$ cat config.mk
export PLATFORM = sky130hd
export DESIGN_NAME = pipe_scroller
export DESIGN_NICKNAME = d
export VERILOG_FILES = /design/src/rtl/flappy_pkg.sv /design/src/rtl/gap_lfsr.sv /design/src/rtl/pipe_scroller.sv
export SDC_FILE = /design/constraint.sdc
export NUM_CORES = 1
export LEC_CHECK = 0
export CAP_MARGIN = 20
export CORE_AREA = 3 3 94 96
export DETAILED_ROUTE_END_ITERATION = 7
export DIE_AREA = 0 0 97 99
export GPL_TIMING_DRIVEN = 0
export PLACE_DENSITY_LB_ADDON = 0.08
export SYNTH_ARGS = -nofsm -noshare
export SYNTH_HDL_FRONTEND = slang
export SYNTH_SLANG_ARGS = --single-unit
$ cat constraint.sdc
create_clock -name Clk -period 4.4 [get_ports Clk]
set_clock_uncertainty 0.1 [all_clocks]
set_input_delay 1.1 -clock Clk [delete_from_list [all_inputs] [get_ports Clk]]
set_output_delay 1.1 -clock Clk [all_outputs]
set_load 0.02 [all_outputs]
$ cat src/rtl/flappy_pkg.sv
// Shared constants and state encoding for the pipe scroller and the collision checker.
package flappy_pkg;

    localparam int unsigned SCREEN_W = 640;
    localparam int unsigned PIPE_W   = 80;
    localparam int unsigned GAP_H    = 100;
    localparam int unsigned GAP_MIN  = 60;
    localparam int unsigned BIRD_X   = 160;

    localparam logic [15:0] LFSR_SEED = 16'hACE1;
    localparam logic [15:0] LFSR_TAPS = 16'hB400;

    // Reset gap tops come from the seed's low byte and a fixed second value.
    localparam logic [9:0] Y_INIT      = 10'(GAP_MIN + 32'hE1);
    localparam logic [9:0] NEXT_Y_INIT = 10'(GAP_MIN + 32'hAC);

    typedef enum logic [1:0] {
        QIdle   = 2'd0,
        QRun    = 2'd1,
        QFrozen = 2'd2
    } state_e;

    function automatic logic [9:0] gap_from_bits(input logic [7:0] bits);
        return 10'(GAP_MIN) + {2'b00, bits};
    endfunction

endpackage

$ cat src/rtl/gap_lfsr.sv
// 16-bit Galois LFSR used to pick pipe gap heights; exposes the low byte.
module gap_lfsr
    import flappy_pkg::*;
(
    input  logic       i_clk,
    input  logic       i_reseed,
    input  logic       i_en,
    output logic [7:0] o_gap_bits
);

    logic [15:0] r_lfsr;

    always_ff @(posedge i_clk) begin
        if (i_reseed) begin
            r_lfsr <= LFSR_SEED;
        end else if (i_en) begin
            r_lfsr <= r_lfsr[0] ? ((r_lfsr >> 1) ^ LFSR_TAPS) : (r_lfsr >> 1);
        end
    end

    assign o_gap_bits = r_lfsr[7:0];

endmodule

$ cat src/rtl/pipe_scroller.sv
// Two-slot pipe queue: scrolls pipes left on each tick, retires them past the bird and scores.
module pipe_scroller
    import flappy_pkg::*;
#(
    parameter int unsigned PIPE_SPACING = 320,
    parameter int unsigned SCROLL_STEP  = 2,
    parameter int unsigned TICK_DIV     = 833333
) (
    input  logic       Clk,
    input  logic       reset,
    input  logic       Start,
    input  logic       Lose,
    input  logic       Ack,
    output logic [9:0] X_Edge,
    output logic [9:0] Y_Edge,
    output logic [9:0] Next_X_Edge,
    output logic [9:0] Next_Y_Edge,
    output logic [9:0] Score,
    output logic       Score_Pulse,
    output logic       Q_Idle,
    output logic       Q_Run,
    output logic       Q_Frozen
);

    localparam int unsigned   CntW     = (TICK_DIV > 1) ? $clog2(TICK_DIV) : 1;
    localparam logic [CntW-1:0] TickLast = CntW'(TICK_DIV - 1);
    localparam logic [9:0]    Step     = 10'(SCROLL_STEP);
    localparam logic [9:0]    Spacing  = 10'(PIPE_SPACING);
    localparam logic [9:0]    XInit    = 10'(SCREEN_W);
    localparam logic [9:0]    NxInit   = 10'(SCREEN_W + PIPE_SPACING);

    state_e          r_state;
    logic [9:0]      r_x;
    logic [9:0]      r_y;
    logic [9:0]      r_nx;
    logic [9:0]      r_ny;
    logic [9:0]      r_score;
    logic            r_pulse;
    logic [CntW-1:0] r_cnt;

    logic [7:0]      w_gap_bits;
    logic            w_tick;
    logic            w_clear;
    logic [9:0]      w_nx;
    logic [9:0]      w_nnx;
    logic [10:0]     w_right;

    gap_lfsr u_gap_lfsr (
        .i_clk      (Clk),
        .i_reseed   (reset),
        .i_en       (1'b1),
        .o_gap_bits (w_gap_bits)
    );

    assign w_tick  = (r_cnt == TickLast);
    assign w_nx    = r_x - Step;
    assign w_nnx   = r_nx - Step;
    // Right edge after the move, widened so the sum cannot wrap.
    assign w_right = {1'b0, w_nx} + 11'(PIPE_W);
    assign w_clear = (w_right < 11'(BIRD_X));

    always_ff @(posedge Clk) begin
        r_pulse <= 1'b0;
        if (reset || (r_state == QFrozen && Ack)) begin
            r_state <= QIdle;
            r_x     <= XInit;
            r_y     <= Y_INIT;
            r_nx    <= NxInit;
            r_ny    <= NEXT_Y_INIT;
            r_score <= '0;
            r_cnt   <= '0;
        end else begin
            case (r_state)
                QIdle: begin
                    if (Start) begin
                        r_state <= QRun;
                    end
                end
                QRun: begin
                    // Lose wins over a coincident tick: nothing moves or scores.
                    if (Lose) begin
                        r_state <= QFrozen;
                        r_cnt   <= '0;
                    end else if (w_tick) begin
                        r_cnt <= '0;
                        if (w_clear) begin
                            r_x     <= w_nnx;
                            r_y     <= r_ny;
                            r_nx    <= w_nnx + Spacing;
                            r_ny    <= gap_from_bits(w_gap_bits);
                            r_score <= (r_score == 10'h3FF) ? r_score : r_score + 10'd1;
                            r_pulse <= 1'b1;
                        end else begin
                            r_x  <= w_nx;
                            r_nx <= w_nnx;
                        end
                    end else begin
                        r_cnt <= r_cnt + CntW'(1);
                    end
                end
                QFrozen: begin
                    r_state <= QFrozen;
                end
                default: begin
                    r_state <= QIdle;
                end
            endcase
        end
    end

    assign X_Edge      = r_x;
    assign Y_Edge      = r_y;
    assign Next_X_Edge = r_nx;
    assign Next_Y_Edge = r_ny;
    assign Score       = r_score;
    assign Score_Pulse = r_pulse;
    assign Q_Idle      = (r_state == QIdle);
    assign Q_Run       = (r_state == QRun);
    assign Q_Frozen    = (r_state == QFrozen);

endmodule

* Word-level counts from Yosys, hierarchy flattened
Index checks and enable logic that the tools add are counted.
Operators by class: add/sub/neg operators 7, order comparisons 1, equality and inequality tests 6, muxes and demuxes 9, bitwise gates (word level) 5, reduce and logical (&&, ||, !) cells 8
Operator list (count):
- 20-bit two-way mux | 2
- 20-bit by 1-bit adder with 20-bit output (second input constant) | 1
- 20-bit == test (second input constant) | 1
- 10-bit two-way mux | 2
- 10-bit by 2-bit subtractor with 10-bit output (second input constant) | 2
- 16-bit two-way mux | 1
- 10-bit by 7-bit adder with 11-bit output (second input constant) | 1
- 11-bit by 8-bit less-than comparator with 1-bit output (second input constant) | 1
- 10-bit by 1-bit adder with 10-bit output (second input constant) | 1
- 10-bit by 9-bit adder with 10-bit output (second input constant) | 1
- 10-bit == test (second input constant) | 1
- 6-bit by 8-bit adder with 9-bit output (first input constant) | 1
- 2-bit case mux with 3 select lines | 1
- 5-bit AND reduction | 1
- 2-bit two-way mux | 2
- 2-bit != test (second input constant) | 2
- 1-bit inverter | 4
- 3-bit inverter with 4-bit output | 1
- 4-bit AND reduction | 1
- 4-bit OR reduction | 1
- 3-bit AND reduction | 1
- 2-bit by 1-bit == test with 1-bit output (second input constant) | 1
- 2-bit == test (second input constant) | 1
- 2-bit logical NOT | 1
- other kinds (4) | 4
Word-level totals: register bits after elaboration 89, logic and storage cells 45

* Longest topological paths before layout
word-level depth 4, gate-level depth with buffers 14, gate-level depth less buffers 12

* By module
From an unflattened synthesis, not the netlist that was laid out.
Unflattened totals: cell total of the unflattened synthesis 537, area total of the unflattened synthesis 4563.1 µm²
By module, submodules not included:
- pipe_scroller | instances 1, cells an instance 473, area each 3872.5 µm²
- gap_lfsr | instances 1, cells an instance 64, area each 690.7 µm²

* Worst setup path before layout
No wires, ideal clock.
path type register to register, start point register r_x[1] (netlist: X_Edge[1]), end point register r_score[8] (netlist: Score[8]), arrival 3.258 ns, slack 0.926 ns, stages on the path, launching flop included 12, buffers on the path 0, clock period less this slack 3.474 ns, path through dfxtp_1 > inv_1 > ha_1 > or3b_1 > xnor2_1 > ha_1 > or4_4 > a22o_1 > o211ai_4 > nand4_2 > or4_1 > o211a_1
On the way: cells in the longest elaborated chain, start to end 4
RTL lines:
- start: declaration | line pipe_scroller.sv:33 | logic [9:0] r_x;
- start signal: assignment | line pipe_scroller.sv:66 | r_x <= XInit;
- start signal: assignment | line pipe_scroller.sv:87 | r_x <= w_nnx;
- start signal: assignment | line pipe_scroller.sv:94 | r_x <= w_nx;
- 10-bit by 2-bit subtractor with 10-bit output | line pipe_scroller.sv:56 | assign w_nx = r_x - Step;
- 10-bit by 7-bit adder with 11-bit output | line pipe_scroller.sv:59 | assign w_right = {1'b0, w_nx} + 11'(PIPE_W);
- 11-bit by 8-bit less-than comparator with 1-bit output | line pipe_scroller.sv:60 | assign w_clear = (w_right < 11'(BIRD_X));
- 5-bit AND reduction (no source line)
- end signal: assignment | line pipe_scroller.sv:91 | r_score <= (r_score == 10'h3FF) ? r_score : r_score + 10'd1;
- end: declaration | line pipe_scroller.sv:37 | logic [9:0] r_score;
No other way between the ends. A chain may end at the register's enable or synchronous reset.

* Worst setup path after layout
start point register r_x[1] (netlist: X_Edge[1]), end point register r_x[4] (netlist: X_Edge[4])
On the way: cells in the longest elaborated chain, start to end 4
RTL lines:
- 10-bit by 2-bit subtractor with 10-bit output (*) | line pipe_scroller.sv:56
- 10-bit by 7-bit adder with 11-bit output | line pipe_scroller.sv:59
- 11-bit by 8-bit less-than comparator with 1-bit output | line pipe_scroller.sv:60
- 10-bit two-way mux (*) | line pipe_scroller.sv:86 | if (w_clear) begin
Mark *: on every way between the ends. The rest lies on a longest branch, timed or not.

==> impl_metrics.yaml <==
outcome:
  outcome: "complete, no violations"
clock_tree:
  clk_pin_slew_ns: 0.10
  clockRootBuffer: "clkbuf_8"
  ctsHoldBuffers: 0
  postCtsSetupBuffers: 0
  ctsResizeCount: 0
  clock_sink_count: 85
  clockBufferDepth: 2
  cts_buffers: 9
  ctsHtreeMaxLevel: 3
  clk_latency_ns: 0.36
  cts_tree: "yes"
worst_setup_path:
  critPathRequiredTime_ns: 4.60
  cpLargestDelayFamily: "simple AND/OR/NAND/NOR gates"
  crit_buf_inv: 2
  reg2reg_to: "X_Edge[4]$_SDFFE_PP0P_"
  worst-setup-path-type: "reg2reg"
  critPathCapture: "X_Edge[4]$_SDFFE_PP0P_"
  cpPeakStageDelay_ns: 0.52
  cp_max_fo: 10
  critPathArrivalTime_ns: 4.07
  crit_chain: "inv_1, ha_1, or3b_1, xnor2_1, ha_1, or4_4, a22o_1, o211ai_4, nand3_4, buf_2, a2111oi_0, nand3b_1"
  r2r-start: "X_Edge[1]$_SDFFE_PP0P_"
  crit_top_cell: "ha_1"
  reg2reg_slack_ns: 0.53
  path_depth: 12
  crit_start: "X_Edge[1]$_SDFFE_PP0P_"
  worst_r2r_path_depth: 12
  cp-end-kind: "register"
  critPathSlowestCell: "or4_4"
  setup.worst_path.start_class: "register"
synth:
  ys_ff_latch: 85
  synth-edff-count: 0
  synth_top_family_by_area: "simple AND/OR/NAND/NOR gates"
  synth_area_per_cell_um2: 8.49
  synth-adder-area-share_pct: 3.14
  yosysWarningCount: 0
  async_flop_share_pct: 0
  synth_area_mm2: 0.00438
  synth_xor_area_share_pct: 4.60
  yosysUniqueCellTypes: 63
  ys.flop_type: "dfxtp_1"
  muxShareOfSynthArea_pct: 4.34
  synth_compound_area_share_pct: 16.6
  synth_seq_area_share_pct: 38.8
  synth-simple-area-share_pct: 27.3
  synth_cells: 516
floorplan:
  fp.dieW_um: 97
  die-height_um: 99
  coreArea_mm2: 0.00813
  pin_count: 59
  dieArea_mm2: 0.00960
  row_count: 33
  initial_core_util_pct: 53.9
timing:
  relSlewSlack_pct: 61.1
  hold_viol: 0
  rsz0062_at_grt: "false"
  tns_ns: 0
  final.min_clock_period_ns: 3.87
  drv_slew: 0
  period_share_pct: 88.0
  setup_slack_ns: 0.529
  fmax_ghz: 0.258
  setup_viol: 0
  worstMarginPinSlew_ns: 0.583
cells_and_area:
  layout.nets: 600
  areaGrowthSynthToFinish_pct: 20.2
  diodes: 0
  drive_gt1_share_pct: 7.64
pwr:
  peakVddDrop_mv: 0.243
  power_density_mw_per_mm2: 289
  p_leak_nw: 1.99
grt:
  top_usage_layer: "met2"
  grt_util_met2_pct: 36.7
  grt_antenna_before_repair: 0
  met3_usage_pct: 4.39
  grt_max_degree: 19
  grt_pass1_vias: 3694
  grt_usage_pct: 21.8
  grt_overflow: 0
  gr-usage-met1_pct: 28.6
  grt_pass1_wl_um: 17500
hold_path:
  hp-class: "reg2reg"
routing:
  drtIter0Drc: 208
  drt-pass1-iter-count: 5
  viasPerCell: 5.77
  wl_um: 10300
  ant_nets: 0
  num_vias: 4007
  wl_per_cell_um: 14.9
  drc: 0
placed_design:
  hpwl_um: 7690
  place_ws_ns: 0.565
  gp_congestion: 0.915
  io_buffers: 54
run:
  cap_violations: 0
## cells in the mapped netlist, types with 2 or more instances
cell type  instances  area, um2
nor2_1            47        176
buf_2              5       25.0
or2_2              8       50.1
or4_4              2       22.5
or4b_2             2       20.0
xor2_1             8       70.1
o31ai_1            3       22.5
nor4_1             7       43.8
dfxtp_1           85       1700
nand2_1           40        150
and4_1             3       26.3
nor3b_1            4       30.0
buf_4              4       30.0
nand3_1           16       80.1
a221o_1            2       20.0
nor4b_1            2       17.5
or4_1              6       45.0
clkbuf_1          19       71.3
and2_1             4       25.0
a211oi_1           2       15.0
o311a_1            3       30.0
nand3b_1           3       22.5
and3_1            10       62.6
nor3_1            18       90.1
a22oi_1            2       15.0
inv_1             21       78.8
buf_1              2       7.51
nor2b_1            6       37.5
nand4_1            7       43.8
ha_1              11        138
a21oi_1           28        140
a31oi_1            7       43.8
a21o_1             4       30.0
nand2b_1           7       43.8
a311oi_1           9       78.8
or3_1             16        100
o21ai_0           31        155
o31a_1             3       26.3
mux2i_1           19        190
o211a_1            2       20.0
xnor2_1           15        131
o211ai_1           2       15.0
## worst min path at each step
stage,from,to,cells past startpoint
after floorplan,u_gap_lfsr.r_lfsr[12]$_SDFF_PP0_,u_gap_lfsr.r_lfsr[11]$_SDFF_PP1_,1
after global placement,u_gap_lfsr.r_lfsr[8]$_SDFF_PP0_,u_gap_lfsr.r_lfsr[7]$_SDFF_PP1_,1
after detailed placement,u_gap_lfsr.r_lfsr[12]$_SDFF_PP0_,u_gap_lfsr.r_lfsr[11]$_SDFF_PP1_,1
after CTS,u_gap_lfsr.r_lfsr[8]$_SDFF_PP0_,u_gap_lfsr.r_lfsr[7]$_SDFF_PP1_,1
after global routing,u_gap_lfsr.r_lfsr[12]$_SDFF_PP0_,u_gap_lfsr.r_lfsr[11]$_SDFF_PP1_,1
final,u_gap_lfsr.r_lfsr[8]$_SDFF_PP0_,u_gap_lfsr.r_lfsr[7]$_SDFF_PP1_,1
## where the power goes
part / switching (mW) / leakage (nW) / total, mW / internal, mW
clock: 0.325 / 0.103 / 0.551 / 0.226
combinational: 0.108 / 1.19 / 0.169 / 0.0604
sequential: 0.0134 / 0.690 / 0.799 / 0.786
## per-layer routing
| layer | vias to the layer above | wire [um] |
|---|---|---|
| met2 | 125 | 4880 |
| met1 | 1873 | 4720 |
| met4 | 0 | 126 |
| met3 | 12 | 618 |
| li1 | 1997 | - |
| met5 | - | 0 |
## through the flow
stage | std cells | util [%] | cell area (um2) | power [mW] | hold WS [ns]
floorplan | 519 | - | 4390 | 0.928 | 0.289
global placement | 678 | 62.3 | 5060 | 0.981 | 0.294
detailed placement | 678 | 62.3 | 5060 | 0.985 | 0.301
CTS | 694 | 64.7 | 5260 | 1.54 | 0.319
global route | 694 | 64.7 | 5260 | 1.58 | 0.343
finish | 694 | 64.7 | 5260 | 1.52 | 0.319
## worst register-to-register path, delay by kind of cell (launching register included)
kind                     cells  cell delay, ns
buffers and inverters        2            0.32
AND/OR/NAND/NOR              4            1.32
XOR/XNOR                     1            0.25
AO/OA/AOI/OAI                3            0.90
adder cells (fa/ha/maj)      2            0.56
flip-flops                   1            0.38
## placed cells by master, fill, tap and decap left out, types with 8 or more instances in the layout
master	synthesis	routed
clkbuf_8	0	9
xnor2_1	15	15
clkdlybuf4s50_1	0	54
nor3_1	18	18
nor2_1	47	47
and3_1	10	10
ha_1	11	11
nand3_1	16	16
xor2_1	8	8
dfxtp_1	85	85
mux2i_1	19	19
nand2_1	40	40
or3_1	16	16
inv_1	21	21
a311oi_1	9	9
o21ai_0	31	31
or2_2	8	8
clkbuf_1	19	19
a21oi_1	28	28
## state kept, by name (all words and copies together), names as in the netlist
name	count
X_Edge	9
Next_Y_Edge	9
Score_Pulse	1
r_cnt	20
Next_X_Edge	9
u_gap_lfsr.r_lfsr	16
r_state	2
Score	10
Y_Edge	9
## layout make-up
type	instances	area, um2
sequential	85	1700
fill	700	2870
tap	105	131
multi-input combinational	382	2470
inverter	21	78.8
buffer	31	145
clock inverter	7	76.3
timing repair buffer	54	541
clock buffer	9	124
## logic make-up after synthesis
family | after synthesis
fa+ha+maj | 11
mux | 19
compound gates | 108
xor+xnor | 23
flops | 85
other cells | 1
simple gates | 217
buf+inv | 52
Note: power is estimated with default switching activity, not from simulation.
